`src/rtl/nic_traffic_generator.sv`:
```
// nic_traffic_generator
//   Synthesizable packet injector for NIC/router test harnesses. Builds
//   fixed-length packets whose destination comes from a 32-bit Galois LFSR,
//   biased toward the local PE by PE_PERCENT. It drives one network input
//   channel under credit-based flow control.
//
// Ports
//   clk                system clock
//   reset              asynchronous, active-high reset
//   start_din          start request, honoured only in IDLE/DONE
//   packet_total_din   number of packets to send, latched on start
//   credit_in_din      one-cycle pulse = one downstream buffer slot freed
//   flit_dout          flit data (holds its last value while stalled)
//   flit_valid_dout    high for exactly one cycle per issued flit
//   busy_dout          generation in progress
//   done_dout          all requested packets sent, held until next start
//   packets_sent_dout  tail flits issued since start
//   credits_dout       current downstream credit count
//   credit_error_dout  sticky: credit returned while the counter was full
module nic_traffic_generator #(
   parameter int          FLIT_WIDTH   = 32,
   parameter int          PACKET_FLITS = 5,
   parameter int          X_WIDTH      = 4,
   parameter int          Y_WIDTH      = 4,
   parameter int          X_LOCAL      = 2,
   parameter int          Y_LOCAL      = 2,
   parameter int          PE_PERCENT   = 8,
   parameter int          CREDITS      = 4,
   parameter int          COUNT_WIDTH  = 16,
   parameter logic [31:0] LFSR_SEED    = 32'hACE1_2015,
   localparam int         CRED_W       = $clog2(CREDITS + 1)
) (
   input  logic                   clk,
   input  logic                   reset,
   input  logic                   start_din,
   input  logic [COUNT_WIDTH-1:0] packet_total_din,
   input  logic                   credit_in_din,
   output logic [FLIT_WIDTH-1:0]  flit_dout,
   output logic                   flit_valid_dout,
   output logic                   busy_dout,
   output logic                   done_dout,
   output logic [COUNT_WIDTH-1:0] packets_sent_dout,
   output logic [CRED_W-1:0]      credits_dout,
   output logic                   credit_error_dout
);

   localparam int K_W        = $clog2(PACKET_FLITS);
   localparam int THRESH     = (PE_PERCENT * 256) / 100;
   localparam int HDR_ROOM   = FLIT_WIDTH - X_WIDTH - Y_WIDTH;
   localparam int HDR_IDX_W  = (COUNT_WIDTH < HDR_ROOM) ? COUNT_WIDTH : HDR_ROOM;
   localparam int BODY_IDX_W = FLIT_WIDTH - 8;

   localparam logic [31:0]          LFSR_TAPS = 32'h8020_0003;  // x^32+x^22+x^2+x+1
   localparam logic [8:0]           THRESH9   = 9'(THRESH);     // 9 bits so 100% -> 256
   localparam logic [X_WIDTH-1:0]   XL        = X_WIDTH'(X_LOCAL);
   localparam logic [Y_WIDTH-1:0]   YL        = Y_WIDTH'(Y_LOCAL);
   localparam logic [K_W-1:0]       K_TAIL    = K_W'(PACKET_FLITS - 1);
   localparam logic [K_W-1:0]       K_ONE     = K_W'(1);
   localparam logic [CRED_W-1:0]    CRED_MAX  = CRED_W'(CREDITS);
   localparam logic [COUNT_WIDTH-1:0] CNT_ONE = COUNT_WIDTH'(1);

   typedef enum logic [2:0] {IDLE, LOAD, HEAD, BODY, DONE} state_t;

   state_t                 state, state_next;
   logic [31:0]            lfsr, lfsr_adv;
   logic [X_WIDTH-1:0]     dest_x, sel_x;
   logic [Y_WIDTH-1:0]     dest_y, sel_y;
   logic [COUNT_WIDTH-1:0] total;
   logic [K_W-1:0]         k;
   logic [FLIT_WIDTH-1:0]  hdr_flit, body_flit;
   logic                   start_ok, send, tail, last_pkt;

   // Send and return in the same cycle cancel; a return into a full counter
   // saturates (the error flag is raised separately).
   function automatic logic [CRED_W-1:0] credit_next(input logic [CRED_W-1:0] cur,
                                                     input logic used,
                                                     input logic returned);
      logic [CRED_W-1:0] r;
      r = cur;
      if (used && !returned)
         r = cur - CRED_W'(1);
      else if (!used && returned && cur != CRED_MAX)
         r = cur + CRED_W'(1);
      return r;
   endfunction

   // Destination select from the freshly advanced LFSR value.
   always_comb begin
      lfsr_adv = {1'b0, lfsr[31:1]} ^ (lfsr[0] ? LFSR_TAPS : 32'h0);
      sel_x    = XL;
      sel_y    = YL;
      if ({1'b0, lfsr_adv[7:0]} >= THRESH9) begin
         sel_x = lfsr_adv[8 +: X_WIDTH];
         sel_y = lfsr_adv[16 +: Y_WIDTH];
         // A random pick landing on the local node would skew the bias upward.
         if (sel_x == XL && sel_y == YL)
            sel_x[0] = ~sel_x[0];
      end
   end

   // Flit formats: header carries the destination in the top bits and the
   // packet index in the low bits; body flits carry index and flit number.
   always_comb begin
      hdr_flit                                  = '0;
      hdr_flit[FLIT_WIDTH-1 -: X_WIDTH]         = dest_x;
      hdr_flit[FLIT_WIDTH-X_WIDTH-1 -: Y_WIDTH] = dest_y;
      hdr_flit[HDR_IDX_W-1:0]                   = packets_sent_dout[HDR_IDX_W-1:0];
      body_flit = {BODY_IDX_W'(packets_sent_dout), 8'(k)};
   end

   // Credits are taken from the registered count only, so a credit arriving
   // this cycle becomes usable next cycle.
   assign start_ok = (state == IDLE || state == DONE) && start_din;
   assign send     = (state == HEAD || state == BODY) && (credits_dout != '0);
   assign tail     = (state == BODY) && (k == K_TAIL);
   assign last_pkt = (packets_sent_dout + CNT_ONE) == total;

   always_comb begin
      state_next = state;
      case (state)
         IDLE, DONE: if (start_din) state_next = (packet_total_din == '0) ? DONE : LOAD;
         LOAD:       state_next = HEAD;
         HEAD:       if (send) state_next = BODY;
         BODY:       if (send && tail) state_next = last_pkt ? DONE : LOAD;
         default:    state_next = IDLE;
      endcase
   end

   always_ff @(posedge clk or posedge reset) begin
      if (reset)
         state <= IDLE;
      else
         state <= state_next;
   end

   always_ff @(posedge clk or posedge reset) begin
      if (reset) begin
         lfsr              <= LFSR_SEED;
         dest_x            <= '0;
         dest_y            <= '0;
         total             <= '0;
         k                 <= '0;
         flit_dout         <= '0;
         flit_valid_dout   <= 1'b0;
         busy_dout         <= 1'b0;
         done_dout         <= 1'b0;
         packets_sent_dout <= '0;
         credits_dout      <= CRED_MAX;
         credit_error_dout <= 1'b0;
      end else begin
         busy_dout <= (state_next == LOAD) || (state_next == HEAD) || (state_next == BODY);
         done_dout <= (state_next == DONE);

         if (start_ok) begin
            total             <= packet_total_din;
            packets_sent_dout <= '0;
         end else if (send && tail) begin
            packets_sent_dout <= packets_sent_dout + CNT_ONE;
         end

         if (state == LOAD) begin
            lfsr   <= lfsr_adv;
            dest_x <= sel_x;
            dest_y <= sel_y;
         end

         flit_valid_dout <= send;
         if (send) begin
            flit_dout <= (state == HEAD) ? hdr_flit : body_flit;
            k         <= (state == HEAD) ? K_ONE : k + K_ONE;
         end

         credits_dout <= credit_next(credits_dout, send, credit_in_din);
         if (credit_in_din && !send && credits_dout == CRED_MAX)
            credit_error_dout <= 1'b1;
      end
   end

endmodule

```
`config.mk`:
```
export PLATFORM = sky130hd
export DESIGN_NAME = nic_traffic_generator
export DESIGN_NICKNAME = d
export VERILOG_FILES = /design/src/rtl/nic_traffic_generator.sv
export SDC_FILE = /design/constraint.sdc
export NUM_CORES = 1
export LEC_CHECK = 0
export ABC_CLOCK_PERIOD_IN_PS = 3800
export CORE_MARGIN = 5
export CORE_UTILIZATION = 40
export DETAILED_ROUTE_END_ITERATION = 7
export SLEW_MARGIN = 5
export SYNTH_ARGS = -nofsm -noshare
export SYNTH_HDL_FRONTEND = slang
export SYNTH_SLANG_ARGS = --single-unit
```
`constraint.sdc`:
```
create_clock -name clk -period 3.8 [get_ports clk]
set_input_delay 0.57 -clock clk [delete_from_list [all_inputs] [get_ports clk]]
set_output_delay 0.57 -clock clk [all_outputs]
set_load 0.05 [all_outputs]
```
Yosys cells after proc, flatten, opt, wreduce, memory -nomap -nowiden. Index checks and enable logic that the tools add are counted.

Bits in registers: 117. Output and inout port bits: 55. Word-level logic and storage cells: 71.

$add $sub $neg: 4. Order comparisons: 1. Equal/unequal tests: 14. Muxes and demuxes: 16. Bitwise gates (word level): 2. Reductions and logical operators: 21.

Operators with widths (count): 32-bit 2-to-1 mux (2); 16-bit 2-to-1 mux (2); 31-bit by 32-bit XOR with 32-bit output (1); 3-bit 2-to-1 mux (8); 16-bit by 1-bit adder with 16-bit output (second input constant) (1); 16-bit == test (1); 16-bit zero test (1); 3-bit by 2-bit == test with 1-bit output (second input constant) (4); 3-bit == test (second input constant) (4); 3-bit case mux with 4 select lines (1); 1-bit logical AND (9); 4-bit by 2-bit == test with 1-bit output (second input constant) (2); 8-bit by 5-bit >= comparator with 1-bit output (second input constant) (1); 4-bit 2-to-1 mux (2); 3-bit by 1-bit adder with 3-bit output (second input constant) (2); 3-bit by 1-bit == test with 1-bit output (second input constant) (2); 1-bit logical OR (4); 2-bit nonzero test (2); 3-bit zero test (1); 3-bit != test (second input constant) (1); 3-bit nonzero test (1); 3-bit by 1-bit subtractor with 3-bit output (second input constant) (1); 1-bit zero test (2); 2-bit OR reduction (1); 2 further kinds (2).

Longest topological paths before layout.
Depth after elaboration: 9. Gate-level depth with buffers: 10. Mapped depth without buffers: 9.

Worst setup path after synthesis. OpenSTA, ideal clock, no wires.

Path kind: reg-to-reg. Start point: register packets_sent_dout[1]. End point: register busy_dout. Setup time: 132 ps. Arrival: 2279 ps. Required time: 3668 ps. Path slack: 1389 ps. Stages on the path, launching flop included: 8. Path buffers: 1. Clock period less this slack: 2411 ps. Cells stage by stage: dfrtp_1 ha_1 nand3_1 buf_2 o311a_1 nor4_1 and4bb_4 o21ai_1.

Longest elaborated chain between the ends: 8. Elaborated cells on any way between the ends: 10. Classes of those cells: 1 x add/sub; 4 x eq/ne; 3 x mux; 2 x reduce/logical.

RTL lines: start: declaration (line 42) `output logic [COUNT_WIDTH-1:0] packets_sent_dout,`; start signal: assignment (line 158) `packets_sent_dout <= packets_sent_dout + CNT_ONE;`; 16-bit by 1-bit adder with 16-bit output * (line 116) `assign last_pkt = (packets_sent_dout + CNT_ONE) == total;`; 16-bit == test * (line 116); 3-bit 2-to-1 mux * (2 in a row) (line 124) `BODY: if (send && tail) state_next = last_pkt ? DONE : LOAD;`; 3-bit case mux with 4 select lines * (line 120) `case (state)`; 3-bit by 1-bit == test with 1-bit output or 3-bit by 2-bit == test with 1-bit output (tied branches) (line 151) `busy_dout <= (state_next == LOAD) || (state_next == HEAD) || (state_next == BODY);`; 1-bit logical OR (line 151); 1-bit logical OR * (line 151); end signal: assignment (line 151); end: declaration (line 40) `output logic busy_dout,`.

Every way passes the cells marked *; elsewhere a longest branch is shown, timed or not. A chain may end at the register's enable or synchronous reset.

Worst setup path after layout.
Start point: register packets_sent_dout[0]. End point: register state[0].

Longest elaborated chain between the ends: 5.

RTL lines: 16-bit by 1-bit adder with 16-bit output (line 116); 16-bit == test (line 116); 3-bit 2-to-1 mux (2 in a row) (line 124); 3-bit case mux with 4 select lines (line 120); via state_next[0] (line 64) `state_t state, state_next;`; end signal: assignment (line 133) `state <= state_next;`; end: declaration (line 64).

The timed path passes the listed nets, and every way through them passes these cells.

==> flow_summary.html <==
<table>
<tr><th>Metric</th><th>Value</th></tr>
<tr><th colspan="2">Status</th></tr>
<tr><td>Run status</td><td>completed</td></tr>
<tr><th colspan="2">Floorplanning</th></tr>
<tr><td>Row count</td><td>43</td></tr>
<tr><td>Y dimension of the die</td><td>128 µm</td></tr>
<tr><td>Area of the die</td><td>between 15000 and 20000 µm²</td></tr>
<tr><td>Initial Utilization</td><td>0.403</td></tr>
<tr><td>Core Area</td><td>~14000 µm²</td></tr>
<tr><td>Horizontal extent of the die</td><td>128 µm</td></tr>
<tr><td>Io pins</td><td>75</td></tr>
<tr><th colspan="2">Min path</th></tr>
<tr><td>Worst Hold Class</td><td>register to register</td></tr>
<tr><td>Worst hold path stage count</td><td>2</td></tr>
<tr><td>Terminating pin of the worst hold path</td><td>lfsr[26]</td></tr>
<tr><td>Hold path startpoint</td><td>lfsr[27]</td></tr>
<tr><th colspan="2">CTS</th></tr>
<tr><td>Root Buffer</td><td>sky130_fd_sc_hd__clkbuf_16</td></tr>
<tr><td>CTS Sinks</td><td>117</td></tr>
<tr><td>Buffers from clock root to sink, at most</td><td>2</td></tr>
<tr><td>Number of gates given a new drive strength after cts</td><td>0</td></tr>
<tr><td>TritonCTS Buffers</td><td>17</td></tr>
<tr><td>Register clock-pin slew on the reported worst setup and hold paths</td><td>~50 ps</td></tr>
<tr><td># hold bufs at CTS</td><td>0</td></tr>
<tr><td>Post-CTS Repair Setup Buffers</td><td>0</td></tr>
<tr><td>H-tree depth reported by CTS</td><td>4</td></tr>
<tr><td>Worst-skew pair later-pin latency</td><td>410 ps</td></tr>
<tr><td>TritonCTS clock tree</td><td>yes</td></tr>
<tr><th colspan="2">Pwr</th></tr>
<tr><td>Leakage dissipation</td><td>a little over 3 nW</td></tr>
<tr><td>Clock Power Share</td><td>0.237</td></tr>
<tr><td>Total Power Consumption</td><td>0.00598 W</td></tr>
<tr><td>Power per Cell Area</td><td>865 nW/µm²</td></tr>
<tr><td>Combinational share of power</td><td>0.409</td></tr>
<tr><td>Internal power contribution</td><td>0.00343 W</td></tr>
<tr><td>Switching power as a share of total power</td><td>0.427</td></tr>
<tr><td>Switching Power</td><td>0.00255 W</td></tr>
<tr><td>Power share of the sequential group</td><td>0.354</td></tr>
<tr><td>Maximum vdd ir drop</td><td>0.349 mV</td></tr>
<tr><th colspan="2">STA</th></tr>
<tr><td>Final setup fails</td><td>0</td></tr>
<tr><td>Total count of max-transition violations in the final report</td><td>0</td></tr>
<tr><td>Final hold violation count</td><td>0</td></tr>
<tr><td>Share of the clock period used by the worst path after layout</td><td>0.718</td></tr>
<tr><td>Aggregate negative setup slack</td><td>0 ps</td></tr>
<tr><td>Max Freq</td><td>367 MHz</td></tr>
<tr><td>Post-Route Skew</td><td>7.99 ps</td></tr>
<tr><td>Slack of the critical path</td><td>1070 ps</td></tr>
<tr><td>RSZ-0062 raised after global routing</td><td>false</td></tr>
<tr><td>Post-layout minimum cycle time</td><td>2730 ps</td></tr>
<tr><td>Relative slew slack</td><td>0.106</td></tr>
<tr><td>Actual slew at the worst max-slew pin</td><td>1320 ps</td></tr>
<tr><th colspan="2">Route</th></tr>
<tr><td>Number of routed nets with antenna violations</td><td>0</td></tr>
<tr><td>Final routed wirelength across all metal layers</td><td>~14 mm</td></tr>
<tr><td>Vias after detailed routing</td><td>4338</td></tr>
<tr><td>Ratio of routed vias to standard cells</td><td>5.26</td></tr>
<tr><td>Final routed DRC violation total</td><td>0</td></tr>
<tr><td>DR iter-0 viols</td><td>354</td></tr>
<tr><td>First-pass iteration count of the detailed router</td><td>5</td></tr>
<tr><td>Average detailed-routed wire length per instance</td><td>16.4 µm</td></tr>
<tr><th colspan="2">Placement</th></tr>
<tr><td>Cell count after placement</td><td>794</td></tr>
<tr><td>Area after DPL</td><td>between 6000 and 7000 µm²</td></tr>
<tr><td>Half-perimeter wire length after detailed placement</td><td>9.34 mm</td></tr>
<tr><td>Worst setup slack after placement</td><td>roughly 1200 ps</td></tr>
<tr><td>I/O Buffers</td><td>74</td></tr>
<tr><td>Gp weighted congestion</td><td>0.848</td></tr>
<tr><th colspan="2">Yosys</th></tr>
<tr><td>Fraction of synthesis flops using an asynchronous set or reset pin</td><td>1.00</td></tr>
<tr><td>Synthesized netlist cell count</td><td>approximately 570</td></tr>
<tr><td>Sequential cell area fraction in the yosys report</td><td>0.533</td></tr>
<tr><td>Primary FF master, synth</td><td>sky130_fd_sc_hd__dfrtp_1</td></tr>
<tr><td>Avg Inst Size Synth</td><td>9.64 µm²</td></tr>
<tr><td>Number of warnings reported in the yosys synthesis log</td><td>0</td></tr>
<tr><td>Number of nets in the synthesized netlist</td><td>approximately 600</td></tr>
<tr><td>Flip-flop and latch count after synthesis</td><td>117</td></tr>
<tr><td>Yosys cell types</td><td>58</td></tr>
<tr><td>Mapped cell area</td><td>5520 µm²</td></tr>
<tr><td>Count of flip-flops with a built-in enable after synthesis</td><td>0</td></tr>
<tr><th colspan="2">Global routing</th></tr>
<tr><td>Global-route wire length before repair</td><td>22.0 mm</td></tr>
<tr><td>Largest net degree at the start of global routing</td><td>66</td></tr>
<tr><td>Antenna violations before repair</td><td>0</td></tr>
<tr><td>Via count of the first global-routing pass</td><td>4127</td></tr>
<tr><td>GR met1 Demand/Resource</td><td>0.238</td></tr>
<tr><td>Global-route congestion overflow total</td><td>0</td></tr>
<tr><td>Met2 track demand over resource in global routing</td><td>0.258</td></tr>
<tr><td>Global Route Usage Sum</td><td>0.172</td></tr>
<tr><td>GRT busiest layer</td><td>met2</td></tr>
<tr><td>Met3 usage</td><td>0.0552</td></tr>
<tr><th colspan="2">Final layout</th></tr>
<tr><td>Fill cell total of the finished layout</td><td>between 1000 and 1500</td></tr>
<tr><td>Area of all placed cells without fillers</td><td>6910 µm²</td></tr>
<tr><td>Number of inserted diodes</td><td>0</td></tr>
<tr><td>Leading cell types in the layout, fill and taps excluded</td><td>sky130_fd_sc_hd__nand2_1 (149), sky130_fd_sc_hd__dfrtp_1 (104), sky130_fd_sc_hd__clkdlybuf4s50_1 (74)</td></tr>
<tr><td>Number of nets in the final layout</td><td>657</td></tr>
<tr><td>Filler-free cell count of the finished design</td><td>a little over 800</td></tr>
<tr><td>Sequential cell area</td><td>2940 µm²</td></tr>
<tr><td>Commonest non-fill, non-tap cell in the layout</td><td>sky130_fd_sc_hd__nand2_1</td></tr>
<tr><td>Area grow syn2layout</td><td>25.1%</td></tr>
<tr><td>Fraction of final layout cells sized beyond drive strength 1</td><td>0.109</td></tr>
<tr><td>Area occupied by multi-input gates</td><td>2360 µm²</td></tr>
<tr><th colspan="2">Flow run</th></tr>
<tr><td>Maxcap violations</td><td>0</td></tr>
<tr><th colspan="2">Worst setup path</th></tr>
<tr><td>R2R cell count</td><td>7</td></tr>
<tr><td>Sort of element at the end of the critical path</td><td>register</td></tr>
<tr><td>Worst-path cell chain</td><td>ha_1, nand3_1, nor4_2, a21oi_1, nor4_1, and4bb_4, o21ai_1</td></tr>
<tr><td>WP data arrival</td><td>2990 ps</td></tr>
<tr><td>Library cell contributing the largest single delay on the critical path</td><td>sky130_fd_sc_hd__dfrtp_1</td></tr>
<tr><td>Startpoint of the worst-slack reg-to-reg timing path</td><td>packets_sent_dout[0]</td></tr>
<tr><td>Worst R2R End</td><td>state[0]</td></tr>
<tr><td>Startpoint class of the critical path</td><td>register</td></tr>
<tr><td>Class of the most critical setup path</td><td>register to register</td></tr>
<tr><td>Worst reg-to-reg setup slack</td><td>1070 ps</td></tr>
<tr><td>Critical Path RT</td><td>4060 ps</td></tr>
<tr><td>Crit path largest cell delay</td><td>about 560 ps</td></tr>
<tr><td>Crit path max fanout</td><td>11</td></tr>
</table>
[kinds of logic after synthesis]
logic type,Yosys count,share of synthesized area
flops,117,0.533
simple gates,242,0.204
mux,27,0.0525
buf+inv,51,0.0399
compound gates,109,0.124
fa+ha+maj,4,0.0104
xor+xnor,23,0.0365
[worst max path at each step]
stage / start / slack [ps] / cells past startpoint / endpoint
floorplan: reset / 150 / 1 / busy_dout
global placement: packets_sent_dout[0] / 1260 / 7 / state[0]
detailed placement: packets_sent_dout[0] / 1170 / 7 / busy_dout
CTS: packets_sent_dout[0] / 1150 / 7 / state[0]
global route: packets_sent_dout[0] / 880 / 7 / state[0]
finish: packets_sent_dout[0] / 1070 / 7 / state[0]
[layer usage]
metal,wire length (µm),up-vias
met3,853,12
met2,6140,127
li1,-,2096
met1,6400,2103
met4,127,0
met5,0,-
[power by group through the flow]
stage / Sequential (W) / Combinational (W) / Clock (W)
final: 0.00211 / 0.00245 / 0.00142
after global routing: 0.00217 / 0.00266 / 0.00151
after CTS: 0.00211 / 0.00246 / 0.00145
after detailed placement: 0.00213 / 0.00246 / 0
after global placement: 0.00211 / 0.00242 / 0
after floorplan: 0.00254 / 0.00126 / 0
[sequential cells by signal, summed over array words and instances, names as in the netlist]
register / count
busy_dout: 1
total: 16
dest_x: 4
credits_dout: 3
lfsr: 32
flit_dout: 32
state: 3
flit_valid_dout: 1
credit_error_dout: 1
dest_y: 4
done_dout: 1
packets_sent_dout: 16
k: 3
[synthesized netlist by cell type, types with 3 or more instances]
library cell,number,area [µm²]
sky130_fd_sc_hd__buf_1,5,18.8
sky130_fd_sc_hd__xnor2_1,18,158
sky130_fd_sc_hd__ha_1,3,37.5
sky130_fd_sc_hd__nand4_1,6,37.5
sky130_fd_sc_hd__nand3b_1,3,22.5
sky130_fd_sc_hd__xor2_1,5,43.8
sky130_fd_sc_hd__a21oi_1,17,85.1
sky130_fd_sc_hd__nor2_1,25,93.8
sky130_fd_sc_hd__nor3_1,6,30.0
sky130_fd_sc_hd__nand3_1,16,80.1
sky130_fd_sc_hd__nor4_1,9,56.3
sky130_fd_sc_hd__dfrtp_1,104,2600
sky130_fd_sc_hd__dfstp_2,13,342
sky130_fd_sc_hd__mux2_2,16,180
sky130_fd_sc_hd__o41ai_1,4,35.0
sky130_fd_sc_hd__nor2b_1,5,31.3
sky130_fd_sc_hd__buf_2,10,50.1
sky130_fd_sc_hd__mux2i_1,11,110
sky130_fd_sc_hd__inv_1,9,33.8
sky130_fd_sc_hd__o21ai_0,47,235
sky130_fd_sc_hd__a31oi_1,6,37.5
sky130_fd_sc_hd__nand2_1,149,559
sky130_fd_sc_hd__clkbuf_1,22,82.6
sky130_fd_sc_hd__a22o_1,12,105
sky130_fd_sc_hd__nor3b_1,3,22.5
sky130_fd_sc_hd__o31ai_1,6,45.0
sky130_fd_sc_hd__and3_1,3,18.8
[per-stage QoR]
stage | hold slack (ps) | utilization
after floorplan | 435 | -
after global placement | 441 | 0.465
after detailed placement | 449 | 0.465
after CTS | 459 | 0.504
after global routing | 475 | 0.504
final | 454 | 0.504
[layout make-up]
class | count | area share
tap | 180 | 0.0326
multi-input combinational | 405 | 0.341
clock buffer | 27 | 0.0728
timing repair buffer | 82 | 0.118
clock inverter | 4 | 0.00380
inverter | 10 | 0.00579
sequential | 117 | 0.426
[worst max-delay path: cells and delay by family, from the launching register on]
kind | cells | cell delay [ps]
AOI/OAI and AO/OA | 2 | 190
adders and majority gates | 1 | 350
DFF | 1 | 560
and+or+nand+nor | 4 | 1470
No activity file was read; power rests on OpenSTA's default activity.
